--- config.mk ---
export PLATFORM = sky130hd
export DESIGN_NAME = wdg_rst_gen_flat
export DESIGN_NICKNAME = d
export VERILOG_FILES = /design/src/rtl/wdg_rst_gen_if.sv /design/src/rtl/wdg_rst_gen.sv /design/src/flat_wrapper.sv
export SDC_FILE = /design/constraint.sdc
export NUM_CORES = 1
export LEC_CHECK = 0
export BUFFER_PORTS_ARGS = -buffer_cell sky130_fd_sc_hd__buf_2
export CAP_MARGIN = 20
export CORE_ASPECT_RATIO = 2
export CORE_MARGIN = 4
export CORE_UTILIZATION = 49
export CTS_CLUSTER_DIAMETER = 80
export CTS_CLUSTER_SIZE = 40
export DETAILED_ROUTE_END_ITERATION = 16
export PLACE_DENSITY = 0.75
export RECOVER_POWER = 25
export REMOVE_ABC_BUFFERS = 1
export SLEW_MARGIN = 30
export SYNTH_ARGS = -nofsm -noshare
export SYNTH_HDL_FRONTEND = slang
export SYNTH_SLANG_ARGS = --single-unit
export TNS_END_PERCENT = 20
--- constraint.sdc ---
create_clock -name rtc_clk_i -period 2.1 [get_ports rtc_clk_i]
set_clock_uncertainty 0.1 [all_clocks]
set_input_delay 0.21 -clock rtc_clk_i [delete_from_list [all_inputs] [get_ports rtc_clk_i]]
set_output_delay 0.21 -clock rtc_clk_i [all_outputs]
set_load 0.05 [all_outputs]
--- src/rtl/wdg_rst_gen_if.sv ---
// Reset-generator request/status bundle: request inputs plus system reset,
// cause and count outputs.
interface wdg_rst_gen_if #(
   parameter int CNT_WIDTH = 8
);
   logic                 wdg_rst_i;
   logic                 ext_rst_i;
   logic                 sw_rst_i;
   logic                 cause_clr_i;
   logic                 sys_rst_o;
   logic                 sys_rst_n_o;
   logic                 busy_o;
   logic [2:0]           cause_o;
   logic                 por_flag_o;
   logic [CNT_WIDTH-1:0] rst_cnt_o;

   modport master (
      output wdg_rst_i, ext_rst_i, sw_rst_i, cause_clr_i,
      input  sys_rst_o, sys_rst_n_o, busy_o, cause_o, por_flag_o, rst_cnt_o
   );

   modport slave (
      input  wdg_rst_i, ext_rst_i, sw_rst_i, cause_clr_i,
      output sys_rst_o, sys_rst_n_o, busy_o, cause_o, por_flag_o, rst_cnt_o
   );
endinterface

--- src/rtl/wdg_rst_gen.sv ---
// Merges watchdog, external and software reset requests into a stretched
// system reset with a cool-down window, sticky cause flags and a reset count.
module wdg_rst_gen #(
   parameter int SYNC_STAGES = 2,
   parameter int HOLD_CYC    = 16,
   parameter int COOL_CYC    = 8,
   parameter int CNT_WIDTH   = 8
) (
   input  logic         rtc_clk_i,
   input  logic         rst_i,
   wdg_rst_gen_if.slave bus
);
   localparam int HOLD_W = $clog2((HOLD_CYC < 2) ? 2 : HOLD_CYC);
   localparam int COOL_W = $clog2((COOL_CYC < 2) ? 2 : COOL_CYC);
   localparam logic [HOLD_W-1:0] HOLD_MAX = HOLD_W'(HOLD_CYC - 1);
   localparam logic [COOL_W-1:0] COOL_MAX = COOL_W'(COOL_CYC - 1);

   typedef enum logic [1:0] {IDLE, ASSERT, COOL} state_t;

   state_t                 state, nxt;
   logic [SYNC_STAGES-1:0] ext_sync;
   logic                   ext_s, req;
   logic [HOLD_W-1:0]      hold_cnt, hold_nxt;
   logic [COOL_W-1:0]      cool_cnt, cool_nxt;
   logic                   pending, pend_nxt, cnt_inc;
   logic [CNT_WIDTH-1:0]   rst_cnt;
   logic [2:0]             cause;
   logic                   por_flag, sys_rst, sys_rst_n, busy;

   assign ext_s = ext_sync[SYNC_STAGES-1];
   assign req   = bus.wdg_rst_i | ext_s | bus.sw_rst_i;

   always_ff @(posedge rtc_clk_i or posedge rst_i) begin
      if (rst_i) ext_sync <= '0;
      else       ext_sync <= {ext_sync[SYNC_STAGES-2:0], bus.ext_rst_i};
   end

   always_comb begin
      nxt      = state;
      hold_nxt = hold_cnt;
      cool_nxt = cool_cnt;
      pend_nxt = pending;
      cnt_inc  = 1'b0;
      unique case (state)
         IDLE: if (req) begin
            nxt      = ASSERT;
            hold_nxt = '0;
            cnt_inc  = 1'b1;
         end
         ASSERT: begin
            // Once the minimum width is met, a live request keeps stretching it.
            if (hold_cnt != HOLD_MAX) hold_nxt = hold_cnt + 1'b1;
            else if (!req) begin
               nxt      = COOL;
               cool_nxt = '0;
            end
         end
         COOL: begin
            cool_nxt = cool_cnt + 1'b1;
            pend_nxt = pending | req;
            if (cool_cnt == COOL_MAX) begin
               pend_nxt = 1'b0;
               if (pending | req) begin
                  nxt      = ASSERT;
                  hold_nxt = '0;
                  cnt_inc  = 1'b1;
               end else begin
                  nxt = IDLE;
               end
            end
         end
         default: nxt = ASSERT;
      endcase
   end

   always_ff @(posedge rtc_clk_i or posedge rst_i) begin
      if (rst_i) begin
         state     <= ASSERT;
         hold_cnt  <= '0;
         cool_cnt  <= '0;
         pending   <= 1'b0;
         rst_cnt   <= '0;
         cause     <= '0;
         por_flag  <= 1'b1;
         sys_rst   <= 1'b1;
         sys_rst_n <= 1'b0;
         busy      <= 1'b1;
      end else begin
         state    <= nxt;
         hold_cnt <= hold_nxt;
         cool_cnt <= cool_nxt;
         pending  <= pend_nxt;
         if (cnt_inc && (rst_cnt != '1)) rst_cnt <= rst_cnt + 1'b1;
         // A source seen in the same cycle as a clear survives it.
         cause    <= (bus.cause_clr_i ? 3'b000 : cause) | {bus.sw_rst_i, ext_s, bus.wdg_rst_i};
         if (bus.cause_clr_i) por_flag <= 1'b0;
         sys_rst   <= (nxt == ASSERT);
         sys_rst_n <= (nxt != ASSERT);
         busy      <= (nxt != IDLE);
      end
   end

   assign bus.sys_rst_o   = sys_rst;
   assign bus.sys_rst_n_o = sys_rst_n;
   assign bus.busy_o      = busy;
   assign bus.cause_o     = cause;
   assign bus.por_flag_o  = por_flag;
   assign bus.rst_cnt_o   = rst_cnt;
endmodule
--- src/flat_wrapper.sv ---
// flat-port wrapper written by rule: the top's interface ports become plain ports
module wdg_rst_gen_flat 
#(
   parameter int SYNC_STAGES = 2,
   parameter int HOLD_CYC    = 16,
   parameter int COOL_CYC    = 8,
   parameter int CNT_WIDTH   = 8
)
  (rtc_clk_i, rst_i, bus_wdg_rst_i, bus_ext_rst_i, bus_sw_rst_i, bus_cause_clr_i, bus_sys_rst_o, bus_sys_rst_n_o, bus_busy_o, bus_cause_o, bus_por_flag_o, bus_rst_cnt_o);
  wdg_rst_gen_if #(.CNT_WIDTH(CNT_WIDTH)) bus_i ();
  input  logic rtc_clk_i;
  input  logic rst_i;
  input wire logic [$bits(bus_i.wdg_rst_i)-1:0] bus_wdg_rst_i;
  input wire logic [$bits(bus_i.ext_rst_i)-1:0] bus_ext_rst_i;
  input wire logic [$bits(bus_i.sw_rst_i)-1:0] bus_sw_rst_i;
  input wire logic [$bits(bus_i.cause_clr_i)-1:0] bus_cause_clr_i;
  output wire logic [$bits(bus_i.sys_rst_o)-1:0] bus_sys_rst_o;
  output wire logic [$bits(bus_i.sys_rst_n_o)-1:0] bus_sys_rst_n_o;
  output wire logic [$bits(bus_i.busy_o)-1:0] bus_busy_o;
  output wire logic [$bits(bus_i.cause_o)-1:0] bus_cause_o;
  output wire logic [$bits(bus_i.por_flag_o)-1:0] bus_por_flag_o;
  output wire logic [$bits(bus_i.rst_cnt_o)-1:0] bus_rst_cnt_o;
  assign bus_i.wdg_rst_i = bus_wdg_rst_i;
  assign bus_i.ext_rst_i = bus_ext_rst_i;
  assign bus_i.sw_rst_i = bus_sw_rst_i;
  assign bus_i.cause_clr_i = bus_cause_clr_i;
  assign bus_sys_rst_o = bus_i.sys_rst_o;
  assign bus_sys_rst_n_o = bus_i.sys_rst_n_o;
  assign bus_busy_o = bus_i.busy_o;
  assign bus_cause_o = bus_i.cause_o;
  assign bus_por_flag_o = bus_i.por_flag_o;
  assign bus_rst_cnt_o = bus_i.rst_cnt_o;
  wdg_rst_gen #(.SYNC_STAGES(SYNC_STAGES), .HOLD_CYC(HOLD_CYC), .COOL_CYC(COOL_CYC), .CNT_WIDTH(CNT_WIDTH)) u_core (.rtc_clk_i(rtc_clk_i), .rst_i(rst_i), .bus(bus_i));
endmodule
==> metrics.txt <==
# TYPE chip_impl_metric gauge
chip_impl_metric{name="grt.overflow.total",unit=""} 0
chip_impl_metric{name="wl",unit="mm"} 2.49
chip_impl_info{name="cp-start-kind",value="flop"} 1
chip_impl_metric{name="finalCriticalPeriod",unit="ns"} 1.99
chip_impl_metric{name="leakagePower",unit="nW"} 0.753
chip_impl_metric{name="p_comb_share",unit="%"} 44.1
chip_impl_metric{name="asr_flop_ratio_synth",unit="%"} 100
chip_impl_metric{name="power.internal",unit="mW"} 1.09
chip_impl_metric{name="numClockSinks",unit=""} 27
chip_impl_metric{name="synth_cell_type_count",unit=""} 37
chip_impl_info{name="r2r_start",value="u_core.pending"} 1
chip_impl_metric{name="grt_max_degree",unit=""} 28
chip_impl_metric{name="timing.final.crit_share",unit="%"} 94.6
chip_impl_metric{name="drt_first_iter_violations",unit=""} 24
chip_impl_metric{name="row_count",unit=""} 26
chip_impl_metric{name="ctsHtreeMaxLevel",unit=""} 1
chip_impl_metric{name="count_of_flip_flops_with_a_built_in_enable_after_synthesis",unit=""} 0
chip_impl_info{name="grt_setup_unrepaired",value="no"} 1
chip_impl_metric{name="fmax",unit="MHz"} 503
chip_impl_metric{name="drt.antenna.violating_nets",unit=""} 0
chip_impl_metric{name="initial_utilization",unit="%"} 50.8
chip_impl_metric{name="post_route_cells_drive_above_1_share",unit="%"} 25.9
chip_impl_metric{name="clk_pin_slew_worst_setup_hold_paths",unit="ns"} 0.08
chip_impl_metric{name="syn-mean-instance-area",unit="um^2"} 11.5
chip_impl_info{name="synth_largest_area_cell",value="sky130_fd_sc_hd__dfrtp_1"} 1
chip_impl_metric{name="timing.critical_path.fanout_max",unit=""} 8
chip_impl_metric{name="place.port_buffers",unit=""} 20
chip_impl_metric{name="final_layout_fill_cell_count",unit=""} 199
chip_impl_metric{name="clkPwrFrac",unit="%"} 14.6
chip_impl_metric{name="number_of_global_route_vias_before_repair",unit=""} 1062
chip_impl_info{name="critical_path.cell_chain",value="or4_4 -> a32oi_4 -> nor4bb_1 -> mux2_1"} 1
chip_impl_metric{name="setup_ws",unit="ns"} 0.113
chip_impl_metric{name="die_area",unit="mm^2"} 0.00357
chip_impl_info{name="status",value="finished clean"} 1
chip_impl_metric{name="placed_cell_area",unit="mm^2"} 0.00146
chip_impl_info{name="timing_worst_setup_path_type",value="reg -> reg"} 1
chip_impl_metric{name="pre_cts_ws",unit="ns"} 0.101
chip_impl_metric{name="synth.yosys.seq_area_share",unit="%"} 52.8
chip_impl_metric{name="cts_inserted_buffers",unit=""} 3
chip_impl_metric{name="grt_pass1_wl",unit="mm"} 4.40
chip_impl_info{name="most_instantiated_flip_flop_cell_in_the_synthesis_netlist",value="sky130_fd_sc_hd__dfrtp_1"} 1
chip_impl_metric{name="final_design_area_no_fill",unit="mm^2"} 0.00153
chip_impl_metric{name="number_of_register_bits_inferred_by_synthesis",unit=""} 27
chip_impl_metric{name="antenna_found_initial",unit=""} 0
chip_impl_metric{name="diodes",unit=""} 0
chip_impl_metric{name="hold_viol_final",unit=""} 0
chip_impl_info{name="min_from",value="bus_sw_rst_i"} 1
chip_impl_info{name="cp_slowest_cell",value="sky130_fd_sc_hd__or4_4"} 1
chip_impl_metric{name="place.gp.congestion",unit=""} 0.771
chip_impl_metric{name="drt_drc_violations_left",unit=""} 0
chip_impl_metric{name="whs_path_depth",unit=""} 2
chip_impl_metric{name="power_frac_seq",unit="%"} 41.3
chip_impl_metric{name="critPathRequiredTime",unit="ns"} 2.16
chip_impl_metric{name="area_of_the_placeable_core",unit="mm^2"} 0.00254
chip_impl_metric{name="powerDensity",unit="mW/mm^2"} 1280
chip_impl_metric{name="drt_first_pass_iters",unit=""} 4
chip_impl_info{name="tritoncts",value="built"} 1
chip_impl_metric{name="net-switching-power",unit="mW"} 0.865
chip_impl_metric{name="synthesis_to_finish_area_growth",unit="%"} 18.5
chip_impl_info{name="synth.top_cells.by_area",value="sky130_fd_sc_hd__dfrtp_1 (45%), sky130_fd_sc_hd__dfstp_2 (8.1%), sky130_fd_sc_hd__ha_1 (7.8%)"} 1
chip_impl_metric{name="grt_use_total",unit="%"} 16.3
chip_impl_metric{name="holdWs",unit="ns"} 0.0772
chip_impl_metric{name="hpwl",unit="mm"} 2.03
chip_impl_metric{name="fp.dieW",unit="um"} 44.3
chip_impl_metric{name="timing.critical_path.arrival",unit="ns"} 2.04
chip_impl_metric{name="clk-insertion-delay-late",unit="ns"} 0.27
chip_impl_metric{name="drv.max_cap_violation_count",unit=""} 0
chip_impl_metric{name="post_cts_buffers",unit=""} 0
chip_impl_info{name="whs_endpoint",value="u_core.bus.cause_o[2]"} 1
chip_impl_metric{name="cts.path.max_buffers",unit=""} 2
chip_impl_info{name="clockRootBuffer",value="sky130_fd_sc_hd__clkbuf_8"} 1
chip_impl_metric{name="finalMaxSlewViolations",unit=""} 0
chip_impl_metric{name="power.ir.vdd_worst",unit="V"} 0.000809
chip_impl_metric{name="die-height",unit="um"} 80.6
chip_impl_metric{name="pin_count",unit=""} 21
chip_impl_metric{name="max-slew-margin-rel",unit="%"} 56.9
chip_impl_metric{name="yosys_warnings",unit=""} 0
chip_impl_info{name="worst_r2r_endpoint",value="u_core.bus.rst_cnt_o[6]"} 1
chip_impl_metric{name="setup_total_negative_slack",unit="ns"} 0
chip_impl_metric{name="ff2ff_setup_slack",unit="ns"} 0.11
chip_impl_metric{name="synth.top_cell.area_share",unit="%"} 44.6
chip_impl_metric{name="power_switching_share",unit="%"} 44.2
chip_impl_metric{name="max_slew.worst_pin.slew",unit="ns"} 0.647
chip_impl_info{name="hold_path_class",value="in -> reg"} 1
chip_impl_metric{name="avgViaCountPerCell",unit=""} 5.63
chip_impl_metric{name="setup_viol_count_final",unit=""} 0
chip_impl_metric{name="final_net_count",unit=""} 158
chip_impl_metric{name="worst_path_largest_cell_delay",unit="ns"} 0.55
chip_impl_metric{name="post_synth_instance_area",unit="mm^2"} 0.00129
chip_impl_metric{name="synth_cells",unit=""} 112
chip_impl_info{name="critical_path.endpoint_type",value="flop"} 1
chip_impl_metric{name="detailed_route_via_count",unit=""} 963
chip_impl_metric{name="ff2ff_path_depth",unit=""} 4
chip_impl_metric{name="avgRoutedWirePerCell",unit="um"} 14.6
sequential cells by signal, summed over array words and instances, names as in the netlist:
| signal | flops |
|---|---|
| u_core.bus.busy_o | 1 |
| u_core.bus.cause_o | 3 |
| u_core.bus.por_flag_o | 1 |
| u_core.bus.rst_cnt_o | 8 |
| u_core.bus.sys_rst_n_o | 1 |
| u_core.bus.sys_rst_o | 1 |
| u_core.cool_cnt | 3 |
| u_core.ext_sync | 2 |
| u_core.hold_cnt | 4 |
| u_core.pending | 1 |
| u_core.state | 2 |
cell families (layout without fill, tap and decap cells):
logic type	Yosys count	count (layout)	synth area share (%)
compound gates	21	21	13.2
xor+xnor	5	5	3.39
fa+ha+maj	8	8	7.76
buf+inv	9	40	2.62
flops	27	27	52.8
mux	5	5	4.17
simple gates	37	37	16.1
critical path: cells and delay by family (launching register included):
family / cells / cell delay (ns)
flops: 1 / 0.41
mux: 1 / 0.32
compound gates: 1 / 0.38
simple gates: 2 / 0.67
layout by cell type (no fill, tap or decap), types with 4 or more instances in the layout:
master                    netlist  final
sky130_fd_sc_hd__nand2_1        9      9
sky130_fd_sc_hd__dfrtp_1       23     23
sky130_fd_sc_hd__buf_2          0     19
sky130_fd_sc_hd__nor2b_1        5      5
sky130_fd_sc_hd__dfstp_2        4      4
sky130_fd_sc_hd__xor2_1         5      5
sky130_fd_sc_hd__o21ai_0        5      4
sky130_fd_sc_hd__nand3_1        4      4
sky130_fd_sc_hd__inv_1          9      9
sky130_fd_sc_hd__ha_1           8      7
area by class of cell:
type,count,area [um^2],share of cell area (%)
inverter,9,33.8,2.21
sequential,27,681,44.5
clock buffer,4,45.0,2.95
tap,28,35.0,2.29
multi-input combinational,76,578,37.8
timing repair buffer,27,156,10.2
power by group through the flow:
stage | clock [mW] | combinational (mW) | sequential [mW]
after floorplan | 0 | 0.356 | 1.10
after global placement | 0 | 0.836 | 0.805
after detailed placement | 0 | 0.860 | 0.820
after CTS | 0.295 | 0.868 | 0.811
after global routing | 0.317 | 0.933 | 0.835
final | 0.286 | 0.863 | 0.807
cell usage after synthesis (2+ instances only):
| master | n |
|---|---|
| sky130_fd_sc_hd__dfrtp_1 | 23 |
| sky130_fd_sc_hd__ha_1 | 8 |
| sky130_fd_sc_hd__nor4_1 | 2 |
| sky130_fd_sc_hd__inv_1 | 9 |
| sky130_fd_sc_hd__o21ai_0 | 5 |
| sky130_fd_sc_hd__mux2i_1 | 2 |
| sky130_fd_sc_hd__nand2b_1 | 3 |
| sky130_fd_sc_hd__dfstp_2 | 4 |
| sky130_fd_sc_hd__nor2b_1 | 5 |
| sky130_fd_sc_hd__a21o_1 | 3 |
| sky130_fd_sc_hd__nand3_1 | 4 |
| sky130_fd_sc_hd__xor2_1 | 5 |
| sky130_fd_sc_hd__nor3_1 | 3 |
| sky130_fd_sc_hd__nor2_1 | 2 |
| sky130_fd_sc_hd__a21oi_1 | 3 |
| sky130_fd_sc_hd__mux2_2 | 2 |
| sky130_fd_sc_hd__nand2_1 | 9 |
worst max-delay path by stage:
stage	from	end	slack (ns)
floorplan	u_core.state[0]	u_core.hold_cnt[3]	0.11
global placement	u_core.state[0]	u_core.hold_cnt[3]	0.14
detailed placement	u_core.state[0]	u_core.hold_cnt[3]	0.10
CTS	u_core.state[0]	u_core.hold_cnt[3]	0.08
global route	u_core.state[0]	u_core.hold_cnt[3]	0.009
finish	u_core.pending	u_core.bus.rst_cnt_o[6]	0.11
routing by layer:
metal / up-vias / share of wire [%] / global-route usage [%]
li1: 455 / - / -
met1: 481 / 34 / 15.8
met2: 20 / 61 / 31.9
met3: 7 / 3.0 / 2.69
met4: 0 / 2.5 / 6.34
met5: - / 0 / 0
timing repair:
item | 4_1_cts | 5_1_grt
setup endpoints to repair | 0 | 1
resized for setup | 0 | 2
hold buffers | 3 | 0
endpoints found under the hold margin | 25 | 0
stage by stage:
stage,power (mW),cells,util (%)
2_1_floorplan,1.46,112,-
3_3_place_gp,1.64,164,57.3
3_5_place_dp,1.68,164,57.3
4_1_cts,1.97,171,60.3
5_1_grt,2.09,171,60.3
6_report,1.96,171,60.3
No activity file was read; power rests on OpenSTA's default activity.
